## config.mk

```make
export PLATFORM = sky130hd
export DESIGN_NAME = imem_loader
export DESIGN_NICKNAME = d
export VERILOG_FILES = /design/src/rtl/imem_loader.sv
export SDC_FILE = /design/constraint.sdc
export NUM_CORES = 1
export LEC_CHECK = 0
export ABC_AREA = 1
export ABC_CLOCK_PERIOD_IN_PS = 4630
export BUFFER_PORTS_ARGS = -buffer_cell sky130_fd_sc_hd__buf_4
export CELL_PAD_IN_SITES_DETAIL_PLACEMENT = 1
export CELL_PAD_IN_SITES_GLOBAL_PLACEMENT = 2
export CORE_ASPECT_RATIO = 1.1
export CORE_MARGIN = 2
export CORE_UTILIZATION = 34
export DETAILED_ROUTE_END_ITERATION = 8
export GPL_TIMING_DRIVEN = 0
export HOLD_SLACK_MARGIN = 0.15
export PLACE_DENSITY = 0.82
export SLEW_MARGIN = 20
export SYNTH_ARGS = -nofsm -noshare
export SYNTH_HDL_FRONTEND = slang
export SYNTH_SLANG_ARGS = --single-unit
```

## constraint.sdc

```tcl
create_clock -name clk -period 4.63 [get_ports clk]
set_input_delay 0.6945 -clock clk [delete_from_list [all_inputs] [get_ports clk]]
set_output_delay 0.6945 -clock clk [all_outputs]
set_load 0.1 [all_outputs]
```

## src/rtl/imem_loader.sv

```systemverilog
// UART boot loader: assembles little-endian words from a byte stream and writes them to instruction memory.
// Optional trailing XOR checksum byte is enabled by defining IMEM_LOADER_CHECKSUM_EN.
module imem_loader #(
    parameter logic [31:0] BASE_ADDR = 32'h0000_0000,
    parameter int unsigned MAX_WORDS = 512
) (
    input  logic        clk,
    input  logic        rst,
    input  logic        rx_valid,
    input  logic [7:0]  rx_data,
    output logic        imem_we,
    output logic [31:0] imem_addr,
    output logic [31:0] imem_wdata,
    output logic        cpu_hold,
    output logic        done,
    output logic        error
);

    localparam logic [7:0] HEADER = 8'hA5;

    typedef enum logic [2:0] {
        IDLE,
        CNT_LO,
        CNT_HI,
        DATA,
`ifdef IMEM_LOADER_CHECKSUM_EN
        CHK,
`endif
        DONE,
        ERROR
    } state_t;

    state_t      state;
    state_t      state_next;
    logic [15:0] count;
    logic [15:0] word_cnt;
    logic [1:0]  idx;
    logic [23:0] lanes;
    logic        write_fire;
    logic [15:0] count_full;
    logic        last_word;
`ifdef IMEM_LOADER_CHECKSUM_EN
    logic [7:0]  csum;
`endif

    assign count_full = {rx_data, count[7:0]};
    assign last_word  = (word_cnt == count - 16'd1);

    // Status outputs decode directly from the registered state.
    assign done     = (state == DONE);
    assign error    = (state == ERROR);
    assign cpu_hold = (state != DONE);

    always_comb begin
        state_next = state;
        write_fire = 1'b0;
        if (rx_valid) begin
            case (state)
                IDLE, ERROR: if (rx_data == HEADER) state_next = CNT_LO;
                CNT_LO:      state_next = CNT_HI;
                CNT_HI: begin
                    if (count_full == '0 || {16'd0, count_full} > MAX_WORDS)
                        state_next = ERROR;
                    else
                        state_next = DATA;
                end
                DATA: begin
                    if (idx == 2'd3) begin
                        write_fire = 1'b1;
                        if (last_word) begin
`ifdef IMEM_LOADER_CHECKSUM_EN
                            state_next = CHK;
`else
                            state_next = DONE;
`endif
                        end
                    end
                end
`ifdef IMEM_LOADER_CHECKSUM_EN
                CHK: state_next = (rx_data == csum) ? DONE : ERROR;
`endif
                default: state_next = state;
            endcase
        end
    end

    always_ff @(posedge clk or posedge rst) begin
        if (rst) begin
            state      <= IDLE;
            count      <= '0;
            word_cnt   <= '0;
            idx        <= '0;
            lanes      <= '0;
            imem_we    <= 1'b0;
            imem_addr  <= BASE_ADDR;
            imem_wdata <= '0;
`ifdef IMEM_LOADER_CHECKSUM_EN
            csum       <= '0;
`endif
        end else begin
            state   <= state_next;
            imem_we <= write_fire;
            if (rx_valid) begin
                case (state)
                    IDLE, ERROR: begin
                        if (rx_data == HEADER) begin
                            word_cnt <= '0;
                            idx      <= '0;
`ifdef IMEM_LOADER_CHECKSUM_EN
                            csum     <= '0;
`endif
                        end
                    end
                    CNT_LO: count[7:0] <= rx_data;
                    CNT_HI: begin
                        count[15:8] <= rx_data;
                        word_cnt    <= '0;
                        idx         <= '0;
                    end
                    DATA: begin
`ifdef IMEM_LOADER_CHECKSUM_EN
                        csum <= csum ^ rx_data;
`endif
                        idx <= idx + 2'd1;
                        // Byte 3 goes straight to the write register, so the pulse for
                        // this word overlaps byte 0 of the next without a holding stage.
                        case (idx)
                            2'd0: lanes[7:0]   <= rx_data;
                            2'd1: lanes[15:8]  <= rx_data;
                            2'd2: lanes[23:16] <= rx_data;
                            default: begin
                                imem_wdata <= {rx_data, lanes};
                                imem_addr  <= BASE_ADDR + {14'd0, word_cnt, 2'b00};
                                word_cnt   <= word_cnt + 16'd1;
                            end
                        endcase
                    end
                    default: ;
                endcase
            end
        end
    end

endmodule

```

== Yosys cells after proc, flatten, opt, wreduce, memory -nomap -nowiden ==
Cells that the tools add are included.

* $add $sub $neg: 3
* Magnitude comparators: 1
* Eq/ne operators: 15
* Mux-type cells: 13
* Bitwise logic cells: 1
* Reductions and logical operators: 17

{| class="wikitable"
|+ Operators by type and width
! cell !! number
|-
| $pmux W16 S3 || 1
|-
| $mux W16 || 2
|-
| $add A16 B1 Y16 const B || 1
|-
| $eq A16 B16 Y1 || 1
|-
| $gt A16 B10 Y1 const B || 1
|-
| $logic_not A16 Y1 || 1
|-
| $sub A16 B1 Y16 const B || 1
|-
| $reduce_and A3 Y1 || 5
|-
| $mux W3 || 4
|-
| $pmux W3 S4 || 1
|-
| $eq A8 B8 Y1 const B || 1
|-
| $ne A2 B2 Y1 const B || 4
|-
| $eq A3 B2 Y1 const B || 2
|-
| $eq A3 B3 Y1 const B || 2
|-
| $pmux W2 S3 || 1
|-
| $reduce_and A5 Y1 || 1
|-
| $eq A2 B2 Y1 const B || 2
|-
| $reduce_and A2 Y1 || 2
|-
| $reduce_and A4 Y1 || 1
|-
| $reduce_bool A4 Y1 || 1
|-
| $eq A3 B1 Y1 const B || 1
|-
| $logic_not A3 Y1 || 1
|-
| $mux W1 || 3
|-
| $ne A3 B3 Y1 const B || 1
|-
| 9 further kinds || 9
|}

* Bits in registers: 110
* Input port bits: 11
* Output and inout port bits: 68
* Logic and storage cells: 61

== Depth between registers and ports, before layout ==
Gate-level depths: netlist of run 1.

* Word-level depth: 5
* Gate-level depth with buffers: 16
* Gate-level depth less buffers: 16

== Worst setup path before layout of run 1 ==
OpenSTA, ideal clock, no wires.

* Path type: register to output
* Start point: register state[1]
* End point: output port cpu_hold
* Arrival: 2.774 ns
* Setup slack: 1.161 ns
* Stages on the path, launching flop included: 5
* Path buffers: 0
* Cell sequence: dfrtp_1 inv_2 nand2_1 nor2_1 inv_1

* Word-level cells in the longest chain between the ends: 1

{| class="wikitable"
|+ Ends and longest elaborated chain
! what !! RTL line !! RTL
|-
| from (decl) || 33 || <nowiki>state_t state;</nowiki>
|-
| from (signal assigned) || 101 || <nowiki>state <= state_next;</nowiki>
|-
| $ne A3 B3 Y1 || 52 || <nowiki>assign cpu_hold = (state != DONE);</nowiki>
|-
| to (decl) || 14 || <nowiki>output logic cpu_hold,</nowiki>
|}

No other way between the ends.

== Worst setup path in the final report of run 1 ==
* Start point: register count[0]
* End point: register state[1]

* Word-level cells in the longest chain between the ends: 4
* Elaborated cells on any way between the ends: 9

{| class="wikitable"
|+ Ends and longest elaborated chain
! what !! RTL line !! RTL
|-
| from (decl) || 35 || <nowiki>logic [15:0] count;</nowiki>
|-
| from (signal assigned) || 114 || <nowiki>CNT_LO: count[7:0] <= rx_data;</nowiki>
|-
| $sub A16 B1 Y16 (tied with other cells) || 47 || <nowiki>assign last_word = (word_cnt == count - 16'd1);</nowiki>
|-
| $eq A16 B16 Y1 / $logic_or A1 B1 Y1 (equally long branches) || 47, 62 ||
|-
| $ne A2 B2 Y1 (no line) / $mux W3 (equally long branches) || n/a ||
|-
| $reduce_and A5 Y1 (no line) / $pmux W3 S4 (equally long branches) || n/a ||
|}

Parallel ways exist; a longest one is shown, timed or not.
A chain may end at the register's enable or synchronous reset.

==> results by group, run 1 <==
Yosys
  – Synth Register Bits: 110
  – Yosys cell types: 33
  – Synth Area in Adders: 0.01634
  – Compound-Gate Fraction of Synth Area: 0.08051
  – Synth warn: 0
  – Synth top area cells: dfrtp_1 51%, nand2_1 16%, o21ai_0 5.3%
  – Sequential-to-total area share from yosys stat: 0.5134
  – Simple-gate portion of the synthesized area: 0.2670
  – Share of the synthesized area in the top cell type: 0.5134
  – Mean post-synth cell area: 8.236 um^2
  – Main combinational cell family by area after synthesis: simple AND/OR/NAND/NOR gates
  – Mapped Area: 0.005361 mm^2
  – Top cell type by total area after synthesis: dfrtp_1
  – Post-Synth XOR/XNOR Area: 0.04084
  – Synthesized instance count: 651
  – Mux cell area share after synthesis: 0

CTS
  – CTS tree: done
  – Clock Latency Late Sink: around 0.36 ns
  – Root Driver: clkbuf_16
  – Sink Count: 110
  – Cts hold-fix bufs: 0
  – Post-CTS Setup Inserts: 0
  – H-tree depth: 3
  – Clock-pin slew on the worst setup and hold paths: approximately 0.080 ns
  – Number of buffers created by CTS: 9
  – Post-CTS resize count: 0
  – Clock buffer depth: 2

Timing
  – Worst slew margin: 0.5941
  – Slew Limit Fails: 0
  – Worst-Margin Slew: 0.6088 ns
  – Fin. Hold Viols: 0
  – RSZ-0062 raised after global routing: no
  – Final Cycle Share: 0.4840
  – Min cycle time layout: 2.241 ns
  – Clk_skew: 0.01041 ns
  – Max frequency: 446.3 MHz
  – Setup violators final: 0
  – Final setup TNS: 0 ns
  – Min Hold Slack: 0.3139 ns

Routing
  – DRT Wirelength: 14850 um
  – First drt pass iteration count: 4
  – Drt via density: around 4.8
  – Routed vias: around 4500
  – Remaining DRCs: 0
  – Initial DRC Count: between 150 and 200
  – Wire length per cell: between 15 and 20 um
  – Post-route ant nets: 0

Setup path
  – WS Path Type: flip-flop to flip-flop
  – Crit. End Element: flip-flop
  – CP Launch Type: flip-flop
  – Critical Path AT: 2.49 ns
  – RR Startpoint: count[0]
  – CP required: 4.88 ns
  – Crit Path Max Fanout: 5
  – Setup crit start: count[0]

Floorplanning
  – Starting Density: 0.3447
  – Die Y: 135.7 um
  – Rows: between 40 and 50
  – Die Width: between 100 and 150 um
  – IO Count: 79
  – Die area: approximately 0.017 mm^2
  – Core area: ~0.016 mm^2

Cells and area
  – # nets final: 758
  – ANT cells: 0
  – Area of the multi-input gates: 0.002230 mm^2
  – Share of layout cells above drive strength 1: 0.1852
  – Most common cell after layout, fill and taps aside: nand2_1
  – Post-layout util: 0.4152
  – Commonest cells after routing, fill and taps aside: 234 x nand2_1, 110 x dfrtp_1, 79 x buf_4
  – P&R area growth vs syn: 20.47%
  – Layout fillers: 1879
  – Register Area: 0.002753 mm^2

GRT
  – Number of global-route vias before repair: 4789
  – GR Util All Layers: 0.1902
  – Largest net degree at the start of global routing: 77
  – Initial antenna violation count: 0
  – Global route overflow: 0
  – First-pass GRT wire length: 24580 um

Power
  – Pwr Total: 3381 uW
  – Worst vdd ir: 211.5 uV
  – Power per standard cell area: around 520 mW/mm^2
  – Static leakage: 0.003311 uW

Hold path
  – Hold Path Class: input port to asynchronous set/reset pin

Place
  – GP Congestion: 0.8015
  – Hpwl dp: 11160 um
  – IO Port Bufs: just over 60

Outcome
  – Outcome: finished, final reports clean

Job
  – Max-cap violations: 0
cells in the mapped netlist:
cell and n:
buf_4 17, inv_1 45, o21bai_1 1, conb_1 1
dfrtp_1 110, inv_2 6, o21ai_1 11, o31ai_1 5
o21ai_2 3, nor3b_1 1, nand3_2 1, buf_2 8
nand2_2 5, nor3_1 13, nor2_2 5, nor2_4 5
ha_1 7, or2_2 1, and3_1 1, xor2_1 14
o21ai_0 57, clkbuf_1 6, nand4_1 8, buf_6 3
clkbuf_2 4, xnor2_1 11, nand2_1 234, a21oi_1 4
nand3b_1 3, and2_1 1, nand3_1 22, nor2_1 35
nor4_1 3
critical path: stages (launching register included):
cell	delay, ns
dfrtp_1	0.41
inv_1	0.15
ha_1	0.22
nand2_2	0.12
nor2_4	0.21
nand2_1	0.08
nand2_1	0.06
nand2_1	0.04
nor2_1	0.12
nand2_1	0.07
nor2_1	0.16
nand2_1	0.12
nand2_1	0.13
nand2_1	0.11
nand2_1	0.09
nand2_1	0.05
state kept, by name (all words and copies together) (netlist names):
name,cells
imem_wdata,32
lanes,24
count,16
imem_addr,16
word_cnt,16
state,3
idx,2
imem_we,1
layer usage:
metal / global-route usage / part of all wire
met1: 0.2444 / 0.46
met2: 0.3336 / 0.50
met3: 0.03114 / 0.032
met4: 0.04293 / 0.012
met5: 0 / 0
cell families (layout without fill, tap and decap cells):
family,after synthesis,count (layout)
xor+xnor,25,25
other cells,1,16
flops,110,110
simple gates,338,338
compound gates,81,81
fa+ha+maj,7,7
buf+inv,89,168
worst paths after layout:
kind                                  end  slack (ns)  cells past startpoint
max                              state[1]        2.39                     15
max in group asynchronous   imem_addr[14]        3.63                      3
min in group clk           imem_wdata[23]        0.48                      2
min                           word_cnt[1]        0.31                      2
min reg2reg                imem_wdata[23]        0.48                      2
max reg2reg                      state[1]        2.39                     15
stage by stage:
stage	area, um^2	worst slack, ns	cells
CTS	6459	2.328	945
floorplan	5418	1.033	666
finish	6459	2.389	945
detailed placement	6166	2.185	929
global placement	6133	-0.3326	928
global route	6459	2.123	945
cell type report:
cell class / instances / share of cell area
timing repair buffer: 63 / 0.07633
multi-input combinational: 467 / 0.3452
clock buffer: 10 / 0.03700
clock inverter: 6 / 0.008330
buffer: 38 / 0.03778
sequential: 110 / 0.4262
inverter: 51 / 0.03041
tap: 200 / 0.03874
where the power goes:
part / internal (uW) / switching, uW / leakage, uW
sequential: 1150 / 169 / 0.00149
combinational: 371 / 910 / 0.00168
clock: 389 / 389 / 0.000135
total: 1910 / 1470 / 0.00331
No activity file was read; power rests on OpenSTA's default activity.
==> run 2, diff against run 1 <==
--- a/config.mk
+++ b/config.mk
@@ -6,17 +6,17 @@
 export NUM_CORES = 1
 export LEC_CHECK = 0
 export ABC_AREA = 1
-export ABC_CLOCK_PERIOD_IN_PS = 4630
+export ABC_CLOCK_PERIOD_IN_PS = 2050
 export BUFFER_PORTS_ARGS = -buffer_cell sky130_fd_sc_hd__buf_4
 export CELL_PAD_IN_SITES_DETAIL_PLACEMENT = 1
 export CELL_PAD_IN_SITES_GLOBAL_PLACEMENT = 2
 export CORE_ASPECT_RATIO = 1.1
 export CORE_MARGIN = 2
-export CORE_UTILIZATION = 34
+export CORE_UTILIZATION = 30
 export DETAILED_ROUTE_END_ITERATION = 8
 export GPL_TIMING_DRIVEN = 0
 export HOLD_SLACK_MARGIN = 0.15
-export PLACE_DENSITY = 0.82
+export PLACE_DENSITY = 0.77
 export SLEW_MARGIN = 20
 export SYNTH_ARGS = -nofsm -noshare
 export SYNTH_HDL_FRONTEND = slang
==> constraint.sdc (replaced) <==
create_clock -name clk -period 2.05 [get_ports clk]
set_input_delay 0.3075 -clock clk [delete_from_list [all_inputs] [get_ports clk]]
set_output_delay 0.3075 -clock clk [all_outputs]
set_load 0.1 [all_outputs]
==> results by group, run 2 (same netlist as run 1, synthesis figures left out) <==
Outcome
  – Outcome: finished, final reports clean (unchanged)

Floorplanning
  – Die Width: 131.5 um (was 123.7 um)
  – Die Y: 144.2 um (was 135.7 um)
  – Core area: 0.01761 mm^2 (was 0.01555 mm^2)
  – Rows: 51 (was 48)
  – IO Count: 79 (unchanged)
  – Starting Density: 0.3044 (was 0.3447)
  – Die area: 0.01896 mm^2 (was 0.01679 mm^2)

Timing
  – Setup violators final: 0 (unchanged)
  – Worst slew margin: 0.6102 (was 0.5941)
  – Fin. Hold Viols: 0 (unchanged)
  – Worst-Margin Slew: 0.5841 ns (was 0.6088 ns)
  – Min Hold Slack: 0.4328 ns (was 0.3139 ns)
  – Min cycle time layout: 1.904 ns (was 2.241 ns)
  – Final Cycle Share: 0.9286 (was 0.4840)
  – Slew Limit Fails: 0 (unchanged)
  – Clk_skew: 0.007347 ns (was 0.01041 ns)
  – Max frequency: 525.3 MHz (was 446.3 MHz)

Cells and area
  – Biggest register: imem_wdata (unchanged)
  – Commonest cells after routing, fill and taps aside: 229 x nand2_1, 109 x dfrtp_1, 88 x buf_4 (was 234 x nand2_1, 110 x dfrtp_1, 79 x buf_4)
  – P&R area growth vs syn: 25.81% (was 20.47%)
  – Most common cell after layout, fill and taps aside: nand2_1 (unchanged)
  – ANT cells: 0 (unchanged)
  – # nets final: 771 (was 758)
  – Max FFs per register: 32 (unchanged)
  – Share of layout cells above drive strength 1: 0.2206 (was 0.1852)
  – Largest registers: imem_wdata x32, lanes x24 (unchanged)

GRT
  – Number of global-route vias before repair: 4713 (was 4789)
  – Initial antenna violation count: 0 (unchanged)
  – GR Util All Layers: 0.1736 (was 0.1902)
  – Global route overflow: 0 (unchanged)
  – First-pass GRT wire length: 25410 um (was 24580 um)
  – Largest net degree at the start of global routing: 34 (was 77)

Power
  – Worst vdd ir: 831.9 uV (was 211.5 uV)
  – Pwr Total: 8004 uW (was 3381 uW)
  – Static leakage: 0.003411 uW (was 0.003311 uW)
  – Internal Power: 4606 uW (was 1913 uW)
  – Power per standard cell area: 1187 mW/mm^2 (was 523.5 mW/mm^2)
  – Clk network pwr share: 0.229 (was 0.230)
  – Sequential share of power: 0.374 (was 0.391)
  – Switching Share: 0.4245 (was 0.4342)
  – Psw: 3398 uW (was 1468 uW)
  – Part of the power in combinational logic: 0.398 (was 0.379)

Setup path
  – RR Startpoint: state[1] (was count[0])
  – R2r setup slk: 0.15 ns (was 2.39 ns)
  – CP Launch Type: flip-flop (unchanged)
  – Crit. End Element: flip-flop (unchanged)
  – WS Path Type: flip-flop to flip-flop (unchanged)
  – CP required: 2.29 ns (was 4.88 ns)
  – Critical Path AT: 2.14 ns (was 2.49 ns)
  – Crit Path Max Fanout: 7 (was 5)
  – R2r worst-path depth: 11 (was 15)
  – R2r endpoint: word_cnt[4] (was state[1])

CTS
  – H-tree depth: 3 (unchanged)
  – Clock-pin slew on the worst setup and hold paths: 0.07 ns (was 0.08 ns)
  – CTS tree: done (unchanged)
  – Clock Latency Late Sink: 0.36 ns (about the same)
  – Sink Count: 110 (unchanged)
  – Number of buffers created by CTS: 9 (unchanged)
  – Clock buffer depth: 2 (unchanged)
  – Root Driver: clkbuf_16 (unchanged)

Hold path
  – Hold Path Class: input port to flip-flop (was input port to asynchronous set/reset pin)
  – Worst hold endpoint: idx[0]
  – Hold Crit Start: rx_valid
  – Hold Crit Depth: 4

Routing
  – Wire length per cell: 15.96 um (was 15.72 um)
  – Drt via density: 4.580 (was 4.780)
  – Remaining DRCs: 0 (unchanged)
  – First drt pass iteration count: 4 (unchanged)
  – Initial DRC Count: 167 (was 186)
  – DRT Wirelength: 15880 um (was 14850 um)
  – Post-route ant nets: 0 (unchanged)
  – Routed vias: 4557 (was 4517)

Place
  – Hpwl dp: 12020 um (was 11160 um)
  – IO Port Bufs: 62 (unchanged)
  – GP Congestion: 0.8481 (was 0.8015)

Job
  – Max-cap violations: 0 (unchanged)
run 2: final cells by class:
class	instances	area (um^2)
multi-input cells	467	2311
flip-flops and latches	110	2754
fillers	2135	10870
well taps	238	297.8
clock buffers	10	239.0
plain buffers	38	246.5
clock inverters	5	63.81
repair buffers	76	638.1
inverters	51	195.2
run 2: power by group through the flow:
stage               Combinational, uW  Sequential (uW)  Clock, uW
floorplan                        1870             3380          0
global placement                 2840             3020          0
detailed placement               2950             3030          0
CTS                              3010             2990       1870
global route                     3530             3060       1950
finish                           3180             2990       1830
run 2: worst max-delay path by stage:
stage | start | endpoint | cells past startpoint
finish | state[1] | word_cnt[4] | 11
global route | count[5] | state[2] | 14
CTS | count[1] | state[2] | 15
detailed placement | rx_data[0] | word_cnt[9] | 10
global placement | rst | imem_addr[11] | 2
floorplan | state[1] | cpu_hold | 4
run 2: critical path, stage by stage (launching register included):
cell and delay, ns:
dfrtp_1 0.41, buf_4 0.15, nor2_4 0.11, nand2_1 0.08, o21ai_1 0.11, or2_2 0.16
nand3_4 0.12, nor2_4 0.24, buf_4 0.17, nand2_1 0.05, xor2_1 0.15, nor2_1 0.05
run 2: timing repair:
item                       CTS  global route
resized for setup            4            18
pin swaps                    1             8
hold endpoints to repair    12             0
setup endpoints to repair    3            16
hold buffers                 1             0
buffers inserted             3             6
run 2: layer usage:
layer  GRT usage  share of wire
met5           0              0
met4     0.06922          0.021
met1      0.2165           0.45
met3     0.02103          0.027
met2      0.3083           0.50
run 2: per-stage QoR:
stage | util | cell area [um^2] | setup slack (ns) | cells | TNS [ns]
2_1_floorplan | - | 5429 | 0.07477 | 666 | 0
3_3_place_gp | 0.3516 | 6192 | -0.3767 | 966 | -41.72
3_5_place_dp | 0.3570 | 6287 | -0.1598 | 970 | -2.004
4_1_cts | 0.3765 | 6630 | 0.0001672 | 989 | 0
5_1_grt | 0.3830 | 6745 | -0.02698 | 995 | -0.04563
6_report | 0.3830 | 6745 | 0.1465 | 995 | 0
